==> src/rtl/cpu_pkg.sv <==
// Shared CPU definitions: data/register widths, register types, helpers.
package cpu_pkg;

  localparam int DATA_W     = 16;
  localparam int REG_ADDR_W = 3;
  localparam int NUM_REGS   = 2 ** REG_ADDR_W;

  typedef logic [REG_ADDR_W-1:0] reg_addr_t;
  typedef logic [DATA_W-1:0]     word_t;

  localparam reg_addr_t REG_ZERO = 3'd0;

  // Number of set bits in a per-register flag vector (0..NUM_REGS).
  function automatic logic [3:0] popcount_regs(input logic [NUM_REGS-1:0] vec);
    logic [3:0] cnt;
    cnt = 4'd0;
    for (int i = 0; i < NUM_REGS; i++) begin
      cnt = cnt + {3'b000, vec[i]};
    end
    return cnt;
  endfunction

endpackage

==> src/rtl/wb_regfile_load_scoreboard.sv <==
// Load scoreboard: tracks registers with an outstanding load and raises a
// load-use stall when an ID-stage source register is still waiting.
module load_scoreboard
  import cpu_pkg::*;
(
  input  logic      clk,
  input  logic      rst,
  input  logic      set_en,
  input  reg_addr_t set_addr,
  input  logic      clr_en,
  input  reg_addr_t clr_addr,
  input  reg_addr_t rs_addr,
  input  reg_addr_t rt_addr,
  output logic      load_use_stall,
  output logic [3:0] pending_count
);

  logic [NUM_REGS-1:0] pending_q;
  logic [NUM_REGS-1:0] pending_d;
  logic [NUM_REGS-1:0] set_vec;
  logic [NUM_REGS-1:0] clr_vec;
  logic [3:0]          count_q;
  logic                rs_hit;
  logic                rt_hit;

  // Decode the issue-side set strobe; R0 never holds a pending load.
  always_comb begin
    set_vec = {NUM_REGS{1'b0}};
    if (set_en && (set_addr != REG_ZERO)) begin
      set_vec[set_addr] = 1'b1;
    end else begin
      set_vec = {NUM_REGS{1'b0}};
    end
  end

  // Decode the writeback-side clear strobe (a load result being committed).
  always_comb begin
    clr_vec = {NUM_REGS{1'b0}};
    if (clr_en && (clr_addr != REG_ZERO)) begin
      clr_vec[clr_addr] = 1'b1;
    end else begin
      clr_vec = {NUM_REGS{1'b0}};
    end
  end

  // Next pending set: clear first, then set, so a newer load on the same
  // register stays outstanding.
  always_comb begin
    pending_d = (pending_q & ~clr_vec) | set_vec;
  end

  // Pending vector and its population count, both updated on the same edge.
  always_ff @(posedge clk or posedge rst) begin
    if (rst) begin
      pending_q <= {NUM_REGS{1'b0}};
      count_q   <= 4'd0;
    end else begin
      pending_q <= pending_d;
      count_q   <= popcount_regs(pending_d);
    end
  end

  // Stall compare; a load completing this cycle is bypassed so it does not stall.
  always_comb begin
    rs_hit = 1'b0;
    rt_hit = 1'b0;
    if (rs_addr != REG_ZERO) begin
      rs_hit = pending_q[rs_addr] & ~clr_vec[rs_addr];
    end else begin
      rs_hit = 1'b0;
    end
    if (rt_addr != REG_ZERO) begin
      rt_hit = pending_q[rt_addr] & ~clr_vec[rt_addr];
    end else begin
      rt_hit = 1'b0;
    end
  end

  assign load_use_stall = rs_hit | rt_hit;
  assign pending_count  = count_q;

endmodule

==> src/rtl/wb_regfile.sv <==
// Writeback stage register file: selects the writeback value, commits it to
// the general registers, serves two bypassed read ports and tracks loads.
module wb_regfile #(
  parameter int DATA_W   = 16,
  parameter int ADDR_W   = 3,
  parameter int NUM_REGS = 8
) (
  input  logic              clk,
  input  logic              rst,
  input  logic [DATA_W-1:0] read_data_mem_in,
  input  logic [DATA_W-1:0] alu_result_in,
  input  logic [ADDR_W-1:0] mux_rd_rt_in,
  input  logic              MemToReg_in,
  input  logic              RegWrite_in,
  input  logic [ADDR_W-1:0] rs_addr,
  input  logic [ADDR_W-1:0] rt_addr,
  output logic [DATA_W-1:0] rs_data,
  output logic [DATA_W-1:0] rt_data,
  input  logic              issue_valid,
  input  logic              issue_is_load,
  input  logic [ADDR_W-1:0] issue_dst,
  output logic [DATA_W-1:0] wb_data,
  output logic              load_use_stall,
  output logic [3:0]        pending_count
);

  import cpu_pkg::*;

  localparam logic [ADDR_W-1:0] ADDR_ZERO = {ADDR_W{1'b0}};
  localparam logic [DATA_W-1:0] WORD_ZERO = {DATA_W{1'b0}};

  logic [DATA_W-1:0] regs_q [NUM_REGS];
  logic              wr_en_s;

  // Writeback source select: memory data for loads, ALU result otherwise.
  always_comb begin
    if (MemToReg_in) begin
      wb_data = read_data_mem_in;
    end else begin
      wb_data = alu_result_in;
    end
  end

  assign wr_en_s = RegWrite_in && (mux_rd_rt_in != ADDR_ZERO);

  // Register array; R0 is never written so it always holds zero.
  always_ff @(posedge clk or posedge rst) begin
    if (rst) begin
      for (int i = 0; i < NUM_REGS; i++) begin
        regs_q[i] <= WORD_ZERO;
      end
    end else if (wr_en_s) begin
      regs_q[mux_rd_rt_in] <= wb_data;
    end
  end

  // Read port A with R0 forced to zero and same-cycle writeback bypass.
  always_comb begin
    rs_data = WORD_ZERO;
    if (rs_addr == ADDR_ZERO) begin
      rs_data = WORD_ZERO;
    end else if (RegWrite_in && (mux_rd_rt_in == rs_addr)) begin
      rs_data = wb_data;
    end else begin
      rs_data = regs_q[rs_addr];
    end
  end

  // Read port B with R0 forced to zero and same-cycle writeback bypass.
  always_comb begin
    rt_data = WORD_ZERO;
    if (rt_addr == ADDR_ZERO) begin
      rt_data = WORD_ZERO;
    end else if (RegWrite_in && (mux_rd_rt_in == rt_addr)) begin
      rt_data = wb_data;
    end else begin
      rt_data = regs_q[rt_addr];
    end
  end

  load_scoreboard u_load_scoreboard (
    .clk            (clk),
    .rst            (rst),
    .set_en         (issue_valid & issue_is_load),
    .set_addr       (issue_dst),
    .clr_en         (RegWrite_in & MemToReg_in),
    .clr_addr       (mux_rd_rt_in),
    .rs_addr        (rs_addr),
    .rt_addr        (rt_addr),
    .load_use_stall (load_use_stall),
    .pending_count  (pending_count)
  );

endmodule

==> config.mk <==
export PLATFORM = sky130hd
export DESIGN_NAME = wb_regfile
export DESIGN_NICKNAME = d
export VERILOG_FILES = /design/src/rtl/cpu_pkg.sv /design/src/rtl/wb_regfile_load_scoreboard.sv /design/src/rtl/wb_regfile.sv
export SDC_FILE = /design/constraint.sdc
export NUM_CORES = 1
export LEC_CHECK = 0
export BUFFER_PORTS_ARGS = -buffer_cell sky130_fd_sc_hd__buf_2
export CAP_MARGIN = 10
export CORE_ASPECT_RATIO = 1.4
export CORE_MARGIN = 3
export CORE_UTILIZATION = 30
export CTS_CLUSTER_SIZE = 24
export DETAILED_ROUTE_END_ITERATION = 8
export HOLD_SLACK_MARGIN = 0.15
export PLACE_DENSITY_LB_ADDON = 0.2
export SYNTH_ARGS = -nofsm -noshare
export SYNTH_HDL_FRONTEND = slang
export SYNTH_SLANG_ARGS = --single-unit
export TNS_END_PERCENT = 50
==> constraint.sdc <==
create_clock -name clk -period 3.45 [get_ports clk]
set_input_delay 0 -clock clk [delete_from_list [all_inputs] [get_ports clk]]
set_output_delay 0 -clock clk [all_outputs]
set_load 0.05 [all_outputs]
==> parameters.txt <==
Parameter                              Value

Outcome
  Status    complete, no violations

Floorplanning
  DIE AREA    0.0286 mm^2
  Height of the die    a little under 200 um
  Placeable core area    0.0262 mm^2
  Initial cell density of the core    0.305
  FP Rows    70
  Die X    144 um
  I/O pin total    103

Power and ir drop
  Maximum resistive drop on vdd    0.000371 V
  Total power    between 6000 and 7000 uW
  Power density of the placed cells    611 mW/mm^2
  Leakage power total    0.00436 uW

Finish
  Top library cells by usage in the layout, fill and taps aside    sky130_fd_sc_hd__dfrtp_1, sky130_fd_sc_hd__buf_2, sky130_fd_sc_hd__nand2_1, sky130_fd_sc_hd__o21ai_0, sky130_fd_sc_hd__nor2_1
  Nets@finish    902
  Number of antenna cells inserted    0
  Layout overhead on the synthesized area    23.4%
  Share of layout cells above drive strength 1    0.282
  Leading cell type in the layout, fill and taps excluded    sky130_fd_sc_hd__dfrtp_1

STA
  Clock skew after layout    roughly 0.0067 ns
  Unrepaired setup endpoints after global routing    no
  Final period demand of the worst path    3.25 ns
  Peak Freq    roughly 0.31 GHz
  Worst-margin pin slew    0.893 ns
  Slew HR    0.388
  Post-route fraction of the period consumed by the critical path    0.942
  Count of endpoints failing hold in the final timing report    0
  Min setup slack post-route    0.199 ns
  Final Slew Violations    0
  Sum Neg Setup Slack    0 ns
  Final number of setup-violating endpoints    0

Min path
  Worst hold path startpoint    mux_rd_rt_in[0]
  Cell depth of the worst hold path    5
  Worst hold-check path type    in -> reg
  Endpoint of the worst hold-timing path    u_load_scoreboard.pending_q[7]$_DFF_PP0_

Global routing
  Grt ovf    0
  Maximum number of pins on one net before global-route repair    141
  Number of global-route vias before repair    6,503
  Total global routing track utilization    0.176
  Wire length of the first global-routing pass    37,800 um
  Initial antenna violation count    0

Yosys
  Number of warnings reported in the yosys synthesis log    0
  Number of instances in the synthesized netlist    726
  Post-synth ARST share    1.00
  Post-synth cell types    43
  Post-Synthesis Cell Area    around 0.008 mm^2
  Synth Area per Inst    about 11 um^2
  Number of enable flip-flop cells after synthesis    0
  Total of flip-flops plus latches after synthesis    140
  Dominant register cell in the synthesized netlist    sky130_fd_sc_hd__dfrtp_1
  Syn Nets    783
  Post-synthesis sequential area ratio    0.439

Setup path
  Worst flop-to-flop path endpoint    u_load_scoreboard.pending_count[1]$_DFF_PP0_
  Cell family with the largest share of critical-path delay    adder cells
  RR Startpoint    u_load_scoreboard.pending_q[1]$_DFF_PP0_
  Crit path arrival time    3.62 ns
  Largest stage delay on the critical path    slightly above 0.5 ns
  Number of cells on the critical path    14
  Cell chain of the critical path    dlygate4sd3_1 -> buf_2 -> nor4bb_4 -> nand2_1 -> a32o_1 -> ha_1 -> inv_1 -> fa_1 -> fa_1 -> inv_1 -> fa_1 -> inv_1 -> fa_1 -> inv_1
  Number of cells traversed by the worst register-to-register path    10
  Slowest stage cell on the critical path    sky130_fd_sc_hd__dlygate4sd3_1
  R2R setup slack    0.45 ns
  CP Capture Type    flip-flop
  Kind of launch point of the worst setup path    primary input
  Crit path max fanout    10
  Required arrival time at the worst endpoint    3.82 ns
  Buffer and inverter count on the worst path    6
  Critical Setup Path Class    in -> reg

CTS
  Worst-skew pair later-pin latency    approximately 0.43 ns
  Cts bufs inserted    17
  Total clock sinks    140
  Clock-pin slew on the worst setup and hold paths    0.07 ns
  Master cell of the clock root buffer    sky130_fd_sc_hd__clkbuf_16
  CTS tree    done
  Setup repair bufs after CTS    0
  CTS H-tree lvls    4
  Maximum clock insertion buffer count    2

Place
  Half-perimeter wire length of the detailed placement result    ~15,000 um
  Routability Congestion    0.797
  Setup Slack @ Placement    0.208 ns
  Number of buffer cells added on primary ports    roughly 100

Route
  Number of nets with antenna violations after detailed routing    0
  DRC marker count from the first detailed-route iteration    281
  Number of vias per cell after detailed routing    5.12
  Final routed wire length divided by cell count    20.2 um
  Count of vias placed by the detailed router    6,050
  Total detailed-routing wirelength    roughly 24,000 um
  DRC viols    0
  First-pass iteration count of the detailed router    6

Run
  Max capacitance violation total    0
flip-flops by register name, summed over array words and instances (netlist names):
signal                           cells
regs_q                             128
u_load_scoreboard.pending_q          8
u_load_scoreboard.pending_count      4
tightest hold or removal path: stages:
cell                      delay [ns]
sky130_fd_sc_hd__buf_2          0.16
sky130_fd_sc_hd__nand4_1        0.10
sky130_fd_sc_hd__or2_2          0.11
sky130_fd_sc_hd__a32oi_1        0.08
sky130_fd_sc_hd__inv_1          0.10
metal layers:
| metal | vias to the layer above | track usage | wire length, um |
|---|---|---|---|
| li1 | 2851 | - | - |
| met1 | 3065 | 0.228 | 10500 |
| met2 | 106 | 0.298 | 12100 |
| met3 | 28 | 0.0267 | 671 |
| met4 | 0 | 0.0635 | 597 |
| met5 | - | 0 | 0 |
power by group:
group / internal (uW) / total [uW] / switching [uW] / leakage [uW]
Clock: 1290 / 2030 / 738 / 0.000304
Combinational: 732 / 1800 / 1070 / 0.00234
Sequential: 1950 / 2180 / 225 / 0.00171
worst max path at each step:
stage | endpoint | slack [ns] | startpoint
after global placement | u_load_scoreboard.pending_count[1]$_DFF_PP0_ | 0.20 | RegWrite_in
after global routing | u_load_scoreboard.pending_count[1]$_DFF_PP0_ | 0.03 | RegWrite_in
after floorplan | u_load_scoreboard.pending_count[1]$_DFF_PP0_ | 0.33 | RegWrite_in
after CTS | u_load_scoreboard.pending_count[1]$_DFF_PP0_ | 0.14 | RegWrite_in
after detailed placement | u_load_scoreboard.pending_count[1]$_DFF_PP0_ | 0.21 | RegWrite_in
final | u_load_scoreboard.pending_count[1]$_DFF_PP0_ | 0.20 | RegWrite_in
synthesized netlist by cell type (6+ instances only):
library cell	count	area share
sky130_fd_sc_hd__dfrtp_1	140	0.44
sky130_fd_sc_hd__mux4_2	62	0.18
sky130_fd_sc_hd__inv_1	30	0.014
sky130_fd_sc_hd__clkbuf_8	6	0.010
sky130_fd_sc_hd__a211oi_1	43	0.040
sky130_fd_sc_hd__o21ai_0	71	0.045
sky130_fd_sc_hd__clkbuf_1	36	0.017
sky130_fd_sc_hd__a21oi_1	50	0.031
sky130_fd_sc_hd__mux2i_1	33	0.041
sky130_fd_sc_hd__and2_1	15	0.012
sky130_fd_sc_hd__a211oi_2	7	0.011
sky130_fd_sc_hd__buf_2	26	0.016
sky130_fd_sc_hd__nor2_1	68	0.032
sky130_fd_sc_hd__nand2_1	76	0.036
sky130_fd_sc_hd__xnor2_1	7	0.0077
cell families after synthesis:
| kind of cell | after synthesis | synth area share |
|---|---|---|
| buf+inv | 110 | 0.0725 |
| flops | 140 | 0.439 |
| xor+xnor | 7 | 0.00769 |
| simple gates | 181 | 0.0990 |
| compound gates | 181 | 0.138 |
| fa+ha+maj | 7 | 0.0147 |
| mux | 100 | 0.229 |
repair_timing:
| action | in CTS | in global routing |
|---|---|---|
| hold endpoints to repair | 229 | 0 |
| hold buffers | 46 | 0 |
| resized for setup | 0 | 0 |
| setup endpoints to repair | 0 | 1 |
area by class of cell:
type	count	area, um^2
clock buffer	19	433
clock inverter	13	213
fill	2585	16300
inverter	31	120
multi-input combinational	476	3950
sequential	140	3500
tap	324	405
timing repair buffer	179	1220
stage by stage:
| stage | cell area, um^2 | hold WS [ns] | utilization | cells |
|---|---|---|---|---|
| 2_1_floorplan | 7980 | 0.0964 | - | 726 |
| 3_3_place_gp | 8730 | 0.270 | 0.333 | 1104 |
| 3_5_place_dp | 8730 | 0.274 | 0.333 | 1104 |
| 4_1_cts | 9840 | 0.152 | 0.376 | 1182 |
| 5_1_grt | 9840 | 0.192 | 0.376 | 1182 |
| 6_report | 9840 | 0.168 | 0.376 | 1182 |
No activity file was read; power rests on OpenSTA's default activity.
